## config.mk

```make
export PLATFORM = sky130hd
export DESIGN_NAME = spawn_scheduler
export DESIGN_NICKNAME = d
export VERILOG_FILES = /design/src/rtl/spawn_pkg.sv /design/src/rtl/rand_range_sampler.sv /design/src/rtl/spawn_scheduler.sv
export SDC_FILE = /design/constraint.sdc
export NUM_CORES = 1
export LEC_CHECK = 0
export ABC_AREA = 1
export CAP_MARGIN = 20
export CORE_MARGIN = 8
export CORE_UTILIZATION = 57
export CTS_CLUSTER_SIZE = 40
export DETAILED_ROUTE_END_ITERATION = 6
export PLACE_DENSITY = 0.84
export SLEW_MARGIN = 20
export SYNTH_ARGS = -nofsm -noshare
export SYNTH_HDL_FRONTEND = slang
export SYNTH_SLANG_ARGS = --single-unit
export TNS_END_PERCENT = 1
```

## constraint.sdc

```tcl
create_clock -name i_clk -period 2.5 [get_ports i_clk]
set_input_delay 0.25 -clock i_clk [delete_from_list [all_inputs] [get_ports i_clk]]
set_output_delay 0.25 -clock i_clk [all_outputs]
set_load 0.01 [all_outputs]
```

## src/rtl/spawn_pkg.sv

```systemverilog
// spawn_pkg: shared definitions for the spawn scheduler.
//   state_t   - scheduler FSM state encoding (3 bits)
//   params_ok - elaboration-time legality check for the scheduler parameters
package spawn_pkg;

  typedef enum logic [2:0] {
    ST_IDLE  = 3'd0,
    ST_LOAD  = 3'd1,
    ST_COUNT = 3'd2,
    ST_PICK  = 3'd3,
    ST_OFFER = 3'd4
  } state_t;

  // Interval must fit the 16-bit counter without wrapping; POS_LIMIT must be
  // above half the position range so a single subtraction always folds an
  // out-of-range candidate back into [0, POS_LIMIT).
  function automatic bit params_ok(
    input int unsigned min_interval,
    input int unsigned interval_w,
    input int unsigned pos_w,
    input int unsigned pos_limit,
    input int unsigned max_tries
  );
    if (interval_w < 1 || interval_w > 15) return 1'b0;
    if (min_interval + (32'd1 << interval_w) - 1 > 32'h0000_FFFF) return 1'b0;
    if (pos_w < 1 || pos_w > 16) return 1'b0;
    if (pos_limit <= (32'd1 << (pos_w - 1)) || pos_limit > (32'd1 << pos_w)) return 1'b0;
    if (max_tries < 1) return 1'b0;
    return 1'b1;
  endfunction

endpackage

```

## src/rtl/rand_range_sampler.sv

```systemverilog
// rand_range_sampler: rejection-sampling helper for spawn positions.
//   clk, rst     - clock and synchronous active-high reset
//   start        - clear the attempt counter (new spawn round)
//   step         - count one rejected attempt
//   sample       - raw candidate bits (top bits of the random word)
//   cand_ok      - candidate is below POS_LIMIT
//   cand         - candidate position
//   fallback     - current attempt is the last one allowed
//   fallback_pos - candidate folded into range (cand - POS_LIMIT)
module rand_range_sampler #(
  parameter int unsigned POS_W     = 4,
  parameter int unsigned POS_LIMIT = 12,
  parameter int unsigned MAX_TRIES = 4
) (
  input  logic             clk,
  input  logic             rst,
  input  logic             start,
  input  logic             step,
  input  logic [POS_W-1:0] sample,
  output logic             cand_ok,
  output logic [POS_W-1:0] cand,
  output logic             fallback,
  output logic [POS_W-1:0] fallback_pos
);

  localparam int unsigned        TRIES_W  = (MAX_TRIES > 1) ? $clog2(MAX_TRIES) : 1;
  localparam logic [TRIES_W-1:0] LAST_TRY = TRIES_W'(MAX_TRIES - 1);
  // One extra bit so POS_LIMIT == 2^POS_W is representable.
  localparam logic [POS_W:0]     LIMIT    = (POS_W + 1)'(POS_LIMIT);

  logic [TRIES_W-1:0] tries;
  logic [POS_W:0]     folded;

  always_ff @(posedge clk) begin
    if (rst) begin
      tries <= '0;
    end else if (start) begin
      tries <= '0;
    end else if (step) begin
      tries <= tries + TRIES_W'(1);
    end
  end

  always_comb begin
    cand         = sample;
    cand_ok      = {1'b0, sample} < LIMIT;
    fallback     = (tries == LAST_TRY);
    folded       = {1'b0, sample} - LIMIT;
    fallback_pos = folded[POS_W-1:0];
  end

endmodule

```

## src/rtl/spawn_scheduler.sv

```systemverilog
// spawn_scheduler: turns the free-running LFSR word into timed, bounded
// spawn events offered on a valid/ready handshake.
//   i_clk, i_rst  - clock, synchronous active-high reset
//   i_enable      - game running; arms the scheduler
//   i_rand_value  - random word, new value every cycle
//   o_spawn_valid - spawn offer valid (registered)
//   i_spawn_ready - downstream accepts the offer
//   o_spawn_pos   - spawn position, stable while o_spawn_valid is high
//   o_waiting     - high while the interval counter runs (registered)
module spawn_scheduler
  import spawn_pkg::*;
#(
  parameter logic [15:0] MIN_INTERVAL = 16'd32,
  parameter int unsigned INTERVAL_W   = 8,
  parameter int unsigned POS_W        = 4,
  parameter int unsigned POS_LIMIT    = 12,
  parameter int unsigned MAX_TRIES    = 4
) (
  input  logic             i_clk,
  input  logic             i_rst,
  input  logic             i_enable,
  input  logic [15:0]      i_rand_value,
  output logic             o_spawn_valid,
  input  logic             i_spawn_ready,
  output logic [POS_W-1:0] o_spawn_pos,
  output logic             o_waiting
);

  if (!params_ok(32'(MIN_INTERVAL), INTERVAL_W, POS_W, POS_LIMIT, MAX_TRIES)) begin : g_param_check
    $fatal(1, "spawn_scheduler: illegal parameter combination");
  end

  state_t           state;
  logic [15:0]      counter;
  logic [15:0]      load_value;
  logic             cand_ok;
  logic             fallback;
  logic [POS_W-1:0] cand;
  logic [POS_W-1:0] fallback_pos;
  logic             sampler_start;
  logic             sampler_step;
  logic             rand_unused;

  always_comb begin
    load_value    = MIN_INTERVAL + {{(16 - INTERVAL_W){1'b0}}, i_rand_value[INTERVAL_W-1:0]};
    sampler_start = (state == ST_LOAD);
    sampler_step  = (state == ST_PICK) && !cand_ok && !fallback;
    // Only the low interval bits and the top position bits are consumed.
    rand_unused   = ^i_rand_value;
  end

  rand_range_sampler #(
    .POS_W     (POS_W),
    .POS_LIMIT (POS_LIMIT),
    .MAX_TRIES (MAX_TRIES)
  ) u_sampler (
    .clk          (i_clk),
    .rst          (i_rst),
    .start        (sampler_start),
    .step         (sampler_step),
    .sample       (i_rand_value[15 -: POS_W]),
    .cand_ok      (cand_ok),
    .cand         (cand),
    .fallback     (fallback),
    .fallback_pos (fallback_pos)
  );

  // COUNT sees counter values N..0, so it lasts N+1 cycles before PICK.
  always_ff @(posedge i_clk) begin
    if (i_rst) begin
      state         <= ST_IDLE;
      counter       <= '0;
      o_spawn_valid <= 1'b0;
      o_spawn_pos   <= '0;
      o_waiting     <= 1'b0;
    end else begin
      case (state)
        ST_IDLE: begin
          if (i_enable) state <= ST_LOAD;
        end
        ST_LOAD: begin
          counter   <= load_value;
          o_waiting <= 1'b1;
          state     <= ST_COUNT;
        end
        ST_COUNT: begin
          if (!i_enable) begin
            counter   <= '0;
            o_waiting <= 1'b0;
            state     <= ST_IDLE;
          end else if (counter == '0) begin
            o_waiting <= 1'b0;
            state     <= ST_PICK;
          end else begin
            counter <= counter - 16'd1;
          end
        end
        ST_PICK: begin
          if (cand_ok) begin
            o_spawn_pos   <= cand;
            o_spawn_valid <= 1'b1;
            state         <= ST_OFFER;
          end else if (fallback) begin
            o_spawn_pos   <= fallback_pos;
            o_spawn_valid <= 1'b1;
            state         <= ST_OFFER;
          end
        end
        ST_OFFER: begin
          if (i_spawn_ready) begin
            o_spawn_valid <= 1'b0;
            state         <= i_enable ? ST_LOAD : ST_IDLE;
          end
        end
        default: begin
          state <= ST_IDLE;
        end
      endcase
    end
  end

endmodule

```

# Word-level counts from Yosys, hierarchy flattened
# Cells that the tools add are included.
# totals
regBits	27
inputBits	20
out_inout_bits	6
wordCells	56
# op_classes
addsub	4
magnitude_cmp	1
n_eq_ne	10
muxes	20
reduce_logical	15
# op_table
cell	count
$mux 16	2
$pmux 16 s2	1
$mux 3	6
$logic_not 16->1	1
$sub 16x1->16 const B	1
$pmux 3 s5	1
$add 6x8->9 const A	1
$ne 3x3->1 const B	3
$mux 4	2
$eq 3x2->1 const B	2
$mux 1	6
$reduce_and 2->1	3
$reduce_bool 2->1	3
$lt 4x4->1 const B	1
$ne 2x2->1 const B	2
$pmux 1 s2	2
$reduce_and 4->1	1
$sub 4x4->4 const B	1
$eq 3x1->1 const B	1
$eq 3x3->1 const B	1
$logic_not 3->1	1
$reduce_and 3->1	1
$add 2x1->2 const B	1
$eq 2x2->1 const B	1
other kinds (3)	5

# Depth between registers and ports, before layout
# depth
ltp_word	4
depth_mapped	11
mapped_depth_nobuf	11

# Hierarchy
# A second synthesis with hierarchy kept.
# unflattened
hier_cells	260
hier_area_um2	1707.9
# by_module_without_submodules
module	instances	cells_each	area_each_um2	seq_area_each_um2
spawn_scheduler	1	238	1547.7	500.5
rand_range_sampler	1	22	160.2	40.0

# Least setup slack after synthesis
# Ideal clock, no wire load.
# synth_path
path_type	register to register
from	reg counter[0]
to	reg counter[5]
setup_ns	0.117
arrival_ns	1.372
required_ns	2.383
slack_ns	1.011
stages_incl_launch_ff	11
n_path_buf	1
synth_period_minus_slack_ns	1.489
path_cell_list	dfxtp_1 -> inv_1 -> ha_1 -> nand3_1 -> nor2_2 -> nand3_2 -> nand2_2 -> nand2_4 -> buf_6 -> o21ai_0 -> nor2_1
# synth_via
elab_chain_cells	4
elab_cells_between_ends	7
classes_between	1 x add/sub; 1 x eq/ne; 3 x mux; 2 x reduce/logical
# synth_rtl
item	line	rtl
from (decl)	spawn_scheduler.sv:34	logic [15:0] counter;
from (signal assigned)	spawn_scheduler.sv:82	counter <= load_value;
from (signal assigned)	spawn_scheduler.sv:95	counter <= counter - 16'd1;
$sub 16x1->16	spawn_scheduler.sv:95	
$mux 16	spawn_scheduler.sv:91	end else if (counter == '0) begin
$mux 16	spawn_scheduler.sv:87	if (!i_enable) begin
$pmux 16 s2	spawn_scheduler.sv:77	case (state)
# Parallel ways exist; a longest one is shown, timed or not. The select of a mux whose other input is x is not followed.
# A chain may end at the register's enable or synchronous reset.

# Worst setup path after layout
# layout_path
from	reg counter[0]
to	reg counter[9]
# The elaborated chain is that of the path after synthesis.

==> summary.txt <==
Run status
  – Status: completed

Detailed routing
  – DRT iter0 DRCs: between 90 and 100
  – Via-to-Cell Ratio: about 5.2
  – Drt pass-1 iters: 5
  – Antenna-violating nets left: 0
  – Wire per inst: around 12 um
  – Post-route DRC violation count: 0
  – Drt total wl: 3.53 mm
  – Total number of vias: 1572

Yosys
  – Sequential cell area fraction in the yosys report: 0.337
  – Asr flop ratio synth: 0
  – Dominant cell type by area after synthesis: dfxtp_1
  – Synthesized cell area: around 1600 um^2
  – Avg Cell Area, Syn: about 6.4 um^2
  – Post-synth cell types: 27
  – Seq cells post-synth: 27
  – Top cell type's share of synthesized area: 0.337
  – Syn nets: around 270
  – Main synth FF type: dfxtp_1
  – EDFF count, synth: 0
  – Synth Warn #: 0
  – Post-Synthesis Cells: around 250
  – Synth area leaders: dfxtp_1 34%, nand2_1 15%, nor2_1 8.4%, a21oi_1 6.6%, nand3_1 6.2%

Worst setup path
  – R2R setup slack: between 0.6 and 0.7 ns
  – Worst setup EP type: register
  – Crit path cell chain: inv_1 > ha_1 > nand3_1 > nor2_2 > nand3_2 > nand2_2 > nand2_4 > inv_2 > nand2_1 > a21oi_1
  – Setup Crit Path Kind: register to register
  – RR Startpoint: counter[0]
  – Critical Path AT: between 2 and 2.5 ns
  – Crit path largest cell delay: roughly 0.34 ns
  – WP data required: 2.76 ns
  – Max FO, Critical Path: 25
  – Reg-to-Reg End: counter[9]
  – Slowest CP cell: dfxtp_1
  – R2r worst-path depth: 10
  – Critical Path Source Type: register

Timing
  – RSZ-0062 raised after global routing: no
  – Final Hold Fails: 0
  – Final setup vio count: 0
  – Period Utilization, post-route: 0.728
  – Final setup TNS: 0 ns
  – Worst-Margin Slew: roughly 0.39 ns
  – Min Tclk post-route: roughly 1.8 ns
  – Max-slew headroom: 0.741
  – Max Transition Viols Final: 0
  – Max Fclk: 549 MHz
  – Final Skew: roughly 0.0018 ns

GRT
  – Initial antenna violation count: 0
  – Global router's overall resource usage: 0.146
  – Vias in the first global route: 1499
  – Largest net degree at the start of global routing: 26
  – Global-route wire length before repair: 6.09 mm
  – GR Overflow Total: 0

Layout
  – Number of fillers in the final layout: 260
  – Share of post-route cells with drive strength above 1: 0.0967
  – # diodes: 0
  – Area Growth Syn to Fin: 15.0%
  – Final Util: 0.681
  – Final #Nets: between 200 and 300
  – Finished Layout Cells: 300

Clock tree
  – Clock Sinks: 27
  – CTS tree: built
  – CTS Hold Bufs: 0
  – CTS clk-pin slew, worst paths: about 0.14 ns
  – Max clock buf depth: 2
  – CTS-repair resized insts: 0
  – Num CTS Buffers: 3
  – H-tree depth: 1
  – Root Driver: clkbuf_4
  – Worst skew pair latency: between 0.3 and 0.4 ns
  – Setup Buffers After CTS: 0

Die
  – Die span in y: between 60 and 70 um
  – DIE AREA: 4770 um^2
  – Die Wd: around 70 um
  – Io pins: 26
  – Initial Util: 0.592
  – Core area: approximately 2700 um^2
  – Site row count: 19

Placement
  – GP Congestion: about 0.84
  – DP HPWL: about 2.6 mm
  – DP Cell Count: between 200 and 300
  – Port buffer count: 21

Power
  – Pwr dens: approximately 1000 nW/um^2
  – Total power: 1910 uW
  – Max IR drop VDD: approximately 670 uV
  – P_leak: 0.000776 uW

Worst hold path
  – Hold WC Path Type: register to register
  – Hold path startpoint: o_spawn_pos[1]
  – Hold path depth: 2
  – Hold Crit Endpoint: o_spawn_pos[1]

Job
  – Maxcap violations: 0
-- report_power, final --
group / switching, uW / internal (uW) / total, uW
Clock: 127 / 62.6 / 190
Combinational: 712 / 377 / 1090
Sequential: 102 / 533 / 634
Total: 941 / 972 / 1910
-- critical path, delay by kind of cell, from the launching register on --
family | cells | cell delay (ns)
AO/OA/AOI/OAI | 1 | 0.15
adder cells (fa/ha/maj) | 1 | 0.21
buffers and inverters | 2 | 0.31
flip-flops | 1 | 0.34
AND/OR/NAND/NOR | 6 | 0.73
-- flip-flops by register name (all words and copies together), names as in the netlist --
register / count
u_sampler.tries: 2
o_waiting: 1
o_spawn_valid: 1
counter: 16
o_spawn_pos: 4
state: 3
-- cells in the mapped netlist (2+ instances only) --
library cell and count:
nor2_4 3, inv_2 3, nor2_2 6, nor2_1 36
nor3_1 4, o21ai_0 19, dfxtp_1 27, nand3_1 20
nand3_2 2, inv_1 22, ha_1 3, nand2_2 5
nand2_1 62, a21oi_1 21, buf_6 2, or2_2 2
clkbuf_1 2
-- cell families after synthesis --
logic type,synth area share
and+or+nand+nor,0.410
buffers and inverters,0.0803
AOI/OAI and AO/OA,0.139
adders and majority gates,0.0234
DFF,0.337
xor gates and xnor gates,0.0109
-- worst max path at each step --
stage | start | endpoint | slack, ns | depth (start not counted)
floorplan | counter[0] | counter[5] | 1.01 | 10
global placement | i_enable | counter[7] | 0.68 | 9
detailed placement | i_enable | counter[7] | 0.64 | 9
CTS | counter[0] | counter[9] | 0.67 | 10
global route | counter[0] | counter[9] | 0.50 | 10
finish | counter[0] | counter[9] | 0.68 | 10
-- layout make-up --
class,instances,area (um^2),area share
timing repair buffer,21,210,0.114
inverter,25,93.8,0.0509
sequential,27,541,0.293
tap,31,38.8,0.0210
multi-input combinational,192,935,0.507
clock buffer,4,26.3,0.0142
-- cells in the final DEF (no fill, tap or decap), types with 2 or more instances in the layout --
cell type | synthesis | routed
dfxtp_1 | 27 | 27
nor2_4 | 3 | 3
ha_1 | 3 | 3
clkdlybuf4s50_1 | 0 | 21
nor2_1 | 36 | 36
clkbuf_4 | 0 | 3
nor2_2 | 6 | 6
o21ai_0 | 19 | 19
a21oi_1 | 21 | 21
nand3_1 | 20 | 20
inv_2 | 3 | 3
inv_1 | 22 | 22
or2_2 | 2 | 2
nand2_2 | 5 | 5
nand3_2 | 2 | 2
nor3_1 | 4 | 4
nand2_1 | 62 | 62
-- through the flow --
stage	hold slack (ns)	instance area (um^2)	setup WS [ns]
2_1_floorplan	0.414	1600	1.01
3_3_place_gp	0.450	1820	0.679
5_1_grt	0.501	1840	0.504
6_report	0.471	1840	0.679
3_5_place_dp	0.456	1820	0.641
4_1_cts	0.473	1840	0.669
-- per-layer routing --
metal / share of wire / vias to the layer above / GRT usage
li1: - / 840 / -
met1: 0.49 / 698 / 0.174
met2: 0.45 / 30 / 0.245
met3: 0.043 / 4 / 0.0315
met4: 0.016 / 0 / 0.0615
met5: 0 / - / 0
(Power assumes the default switching activity.)
